$ cat src/rtl/contador_ud_mod_pkg.sv
// Shared encodings for the modulo-M up/down counter and the control FSMs that drive it.
// Direction values are what drives desce; mode values are what goes in SATURATE.
package contador_ud_mod_pkg;

    localparam logic DIR_UP    = 1'b0;
    localparam logic DIR_DOWN  = 1'b1;

    localparam int   MODE_WRAP = 0;
    localparam int   MODE_SAT  = 1;

endpackage

$ cat src/rtl/contador_ud_mod.sv
// Parametrised modulo-M up/down counter with sync clear/load, wrap or saturate mode,
// combinational terminal count (rco) for cascading, and a sticky overflow flag (estouro).
module contador_ud_mod
    import contador_ud_mod_pkg::*;
#(
    parameter int WIDTH       = 4,
    parameter int MODULO      = 16,
    parameter int SATURATE    = MODE_WRAP,
    parameter int RESET_VALUE = 0
) (
    input  logic             clock,
    input  logic             reset,
    input  logic             zera,
    input  logic             carrega,
    input  logic [WIDTH-1:0] D,
    input  logic             conta,
    input  logic             desce,
    input  logic             limpa_flag,
    output logic [WIDTH-1:0] Q,
    output logic             rco,
    output logic             estouro
);

    if (MODULO < 2 || MODULO > (2 ** WIDTH)) begin : g_bad_modulo
        $fatal(1, "contador_ud_mod: MODULO must satisfy 2 <= MODULO <= 2**WIDTH");
    end
    if (RESET_VALUE < 0 || RESET_VALUE >= MODULO) begin : g_bad_reset_value
        $fatal(1, "contador_ud_mod: RESET_VALUE must be below MODULO");
    end

    // Highest legal count; everything is compared at WIDTH bits so MODULO == 2**WIDTH works.
    localparam logic [WIDTH-1:0] TOP     = WIDTH'(MODULO - 1);
    localparam logic [WIDTH-1:0] RST_VAL = WIDTH'(RESET_VALUE);
    localparam logic             SAT     = (SATURATE == MODE_SAT);

    logic [WIDTH-1:0] q_nxt;
    logic             flag_nxt;
    logic             evento;

    always_comb begin
        q_nxt    = Q;
        flag_nxt = estouro;
        evento   = 1'b0;
        if (zera) begin
            q_nxt    = '0;
            flag_nxt = 1'b0;
        end else begin
            if (carrega) begin
                q_nxt = (D > TOP) ? TOP : D;
            end else if (conta) begin
                if (desce == DIR_UP) begin
                    if (Q == TOP) begin
                        evento = 1'b1;
                        q_nxt  = SAT ? Q : '0;
                    end else begin
                        q_nxt = Q + 1'b1;
                    end
                end else begin
                    if (Q == '0) begin
                        evento = 1'b1;
                        q_nxt  = SAT ? Q : TOP;
                    end else begin
                        q_nxt = Q - 1'b1;
                    end
                end
            end
            // A wrap/saturation attempt on the same edge beats the flag clear.
            if (evento) begin
                flag_nxt = 1'b1;
            end else if (limpa_flag) begin
                flag_nxt = 1'b0;
            end
        end
    end

    always_ff @(posedge clock or posedge reset) begin
        if (reset) begin
            Q       <= RST_VAL;
            estouro <= 1'b0;
        end else begin
            Q       <= q_nxt;
            estouro <= flag_nxt;
        end
    end

    assign rco = conta & ((~desce & (Q == TOP)) | (desce & (Q == '0)));

endmodule

$ cat config.mk
export PLATFORM = sky130hd
export DESIGN_NAME = contador_ud_mod
export DESIGN_NICKNAME = d
export VERILOG_FILES = /design/src/rtl/contador_ud_mod_pkg.sv /design/src/rtl/contador_ud_mod.sv
export SDC_FILE = /design/constraint.sdc
export NUM_CORES = 1
export LEC_CHECK = 0
export ABC_CLOCK_PERIOD_IN_PS = 3000
export CAP_MARGIN = 20
export CORE_AREA = 2 2 39 41
export CTS_BUF_LIST = sky130_fd_sc_hd__clkbuf_4
export CTS_CLUSTER_DIAMETER = 30
export DETAILED_ROUTE_END_ITERATION = 10
export DIE_AREA = 0 0 41 43
export GPL_ROUTABILITY_DRIVEN = 0
export HOLD_SLACK_MARGIN = 0.05
export SLEW_MARGIN = 25
export SYNTH_ARGS = -nofsm -noshare
export SYNTH_HDL_FRONTEND = slang
export SYNTH_SLANG_ARGS = --single-unit
$ cat constraint.sdc
create_clock -name clock -period 3 [get_ports clock]
set_clock_uncertainty 0.2 [all_clocks]
set_input_delay 0.6 -clock clock [delete_from_list [all_inputs] [get_ports clock]]
set_output_delay 0.6 -clock clock [all_outputs]
set_load 0.02 [all_outputs]
==> run summary <==
setup-violating endpoint count in the final report: 0
total congestion overflow: 0
FILL cells: 133
Post-Syn Area: 437 um^2
DR WL/cell: 11.5 um
flop2flop setup slack: 1230 ps
first-pass GRT wire length: 1.92 mm
count leader, synth: a21oi_1
Tightest Pin Transition: 304 ps
WL final: 1.03 mm
post-synthesis simple-gate area fraction: 25.8%
Root Driver: clkbuf_4
worst path cell trace: clkdlybuf4s50_1 > nand2b_1 > o21ai_1 > and2_1 > dlymetal6s2s_1
crit path max-delay cell type: clkdlybuf4s50_1
Yosys reg bits: 5
Port Buffer Count: 16
initial core utilization: 31.6%
Slew Viols, Final: 0
max_slew headroom: 79.6%
Antenna Nets Post-Route: 0
core area: 1380 um^2
ys flop type: dfrtp_1
Synth top area share: 28.7%
unrepaired setup endpoints after global routing: false
max cap viols: 0
layout cells sized above 1: 13.5%
DP HPWL: 808 um
Overall Global Routing Usage: 15.8%
CP Max Fanout: 4
cell count after synthesis: 52
Critical Path Max Stage Delay: 520 ps
HP Start: estouro
hold buffers post-CTS: 0
dpl cells: 86
Fmax: 0.390 GHz
vias per inst: 5.11
most common library cells after synthesis: a21oi_1 (7), dfrtp_1 (5), inv_1 (5), nor2_1 (5)
Worst setup SP type: primary input
Worst Hold End: estouro
Ant. Diodes: 0
Layout area overhead: 52.1%
die area: 1760 um^2
DRC Markers: 0
row count: 14
Syn Nets: 66
fin crit share: 85.4%
largest family of logic cells by synthesized area: simple AND/OR/NAND/NOR gates
total setup buffers inserted after CTS: 0
Via Count: 460
synthesized area per cell: 8.40 um^2
pin count of the biggest net entering global routing: 11
WHS Path Cells: 2
post-synthesis adder-cell area fraction: 8.60%
Yosys warning count: 0
leak pwr: 0.000298 uW
cts repair resizes: 1
RR Startpoint: Q[0]
complex-gate fraction of the synthesized area: 22.6%
Multi-input gate area: 278 um^2
total CTS buffers: 3
initial antenna violation count: 0
CTS tree: yes
Final nets: 89
status: completed
Clk Latency, worst-skew pair: 240 ps
final core occ: 48.0%
Synth cell types: 26
endpoints failing hold: 0
FF-to-FF path depth: 4
number of global-route vias before repair: 462
Crit Path Category: in -> out
Tmin final: 2560 ps
CTS Sinks: 5
chip width: 41 um
xor-xnor portion of the synthesized cell area: 4.01%
CTS Buffer Depth: 2
Storage cell area: 125 um^2
Worst Path Required: 2200 ps
Critical Path Sink Type: primary output
R2R Path End: Q[3]
fin cells: 90
Peak supply drop: 0.226 mV
1st-iter DRT viols: 8
Reg clk slew, reported paths: 40 ps
# H-tree levels: 1
post-synthesis mux area share: 2.58%
Buf/Inv on CP: 2
Seq/Total Area, Yosys: 28.7%
Power Density: 371 nW/um^2
# IOs: 17
first-pass iteration count of the detailed router: 4
post-route cell area: 664 um^2
Arrival @ worst endpoint: 1760 ps
leading area contributor after synthesis: dfrtp_1
top cells by area, synth: dfrtp_1 (29%), ha_1 (8.6%), a21oi_1 (8.0%)
Post-Place Cell Area: 632 um^2
Post-synth EDFFs: 0
die span in y: 43 um
Hold Path Class: reg -> reg
async set-or-reset flop fraction in the synthesized netlist: 100%
crit-path leading delay family: buffers and inverters
-- layer usage --
metal  share of wire [%]  GRT usage, %  vias to the layer above
met5                   0             0                        -
met4                   0          2.00                        0
met3                 4.5          6.28                        0
met2                  50          22.5                       12
met1                  46          22.8                      215
li1                    -             -                      233
-- kinds of logic after synthesis --
family          Yosys count
compound gates           15
mux                       1
flops                     5
simple gates             19
xor+xnor                  2
buf+inv                   7
fa+ha+maj                 3
-- registers in the layout (all words and copies together) (netlist names) --
| signal | cells |
|---|---|
| Q | 4 |
| estouro | 1 |
-- stage by stage --
| stage | hold WS (ps) | worst slack [ps] | TNS [ps] | total power (uW) |
|---|---|---|---|---|
| final | 348 | 437 | 0 | 246 |
| after global routing | 367 | 316 | 0 | 271 |
| after CTS | 343 | 48.7 | 0 | 250 |
| after detailed placement | 340 | -11.4 | -11.4 | 162 |
| after global placement | 326 | 6.38 | 0 | 162 |
| after floorplan | 179 | 937 | 0 | 125 |
-- worst register-to-register path: cells and delay by family, from the launching register on --
family          cells  cell delay, ps
compound gates      3             490
flops               1             460
simple gates        1             550
-- layout make-up --
class	count	share of cell area (%)
inverter	5	2.82
sequential	5	18.8
tap	16	3.01
clock buffer	4	4.52
timing repair buffer	20	29.0
multi-input combinational	40	41.8
-- placed cells by master, fill, tap and decap left out --
cell type,n
a211oi_1,1
a211oi_2,1
a21o_1,1
a21oi_1,7
a221oi_1,1
a31oi_1,1
and2_1,1
buf_4,4
clkbuf_4,4
clkdlybuf4s50_1,15
dfrtp_1,5
dlymetal6s2s_1,1
ha_1,3
inv_1,5
mux2_2,1
nand2_1,1
nand2b_1,3
nand3b_1,3
nand4b_1,1
nor2_1,5
nor2b_1,1
nor3_1,2
o2111ai_1,1
o211ai_1,1
o21ai_1,1
or4_1,1
or4b_1,1
xnor2_1,2
-- report_power, final --
part	internal, uW	total, uW	switching (uW)
logic	44.7	80.9	36.2
clock network	59.1	84.3	25.2
registers	72.1	81.0	8.89
-- worst max path at each step --
stage	cells past startpoint	startpoint	slack (ps)	endpoint
finish	5	desce	440	rco
global route	5	desce	320	rco
CTS	5	desce	50	rco
detailed placement	5	desce	-10	rco
global placement	5	desce	6	rco
floorplan	5	Q[0]	940	rco
Power figures use the tool's default switching activity.
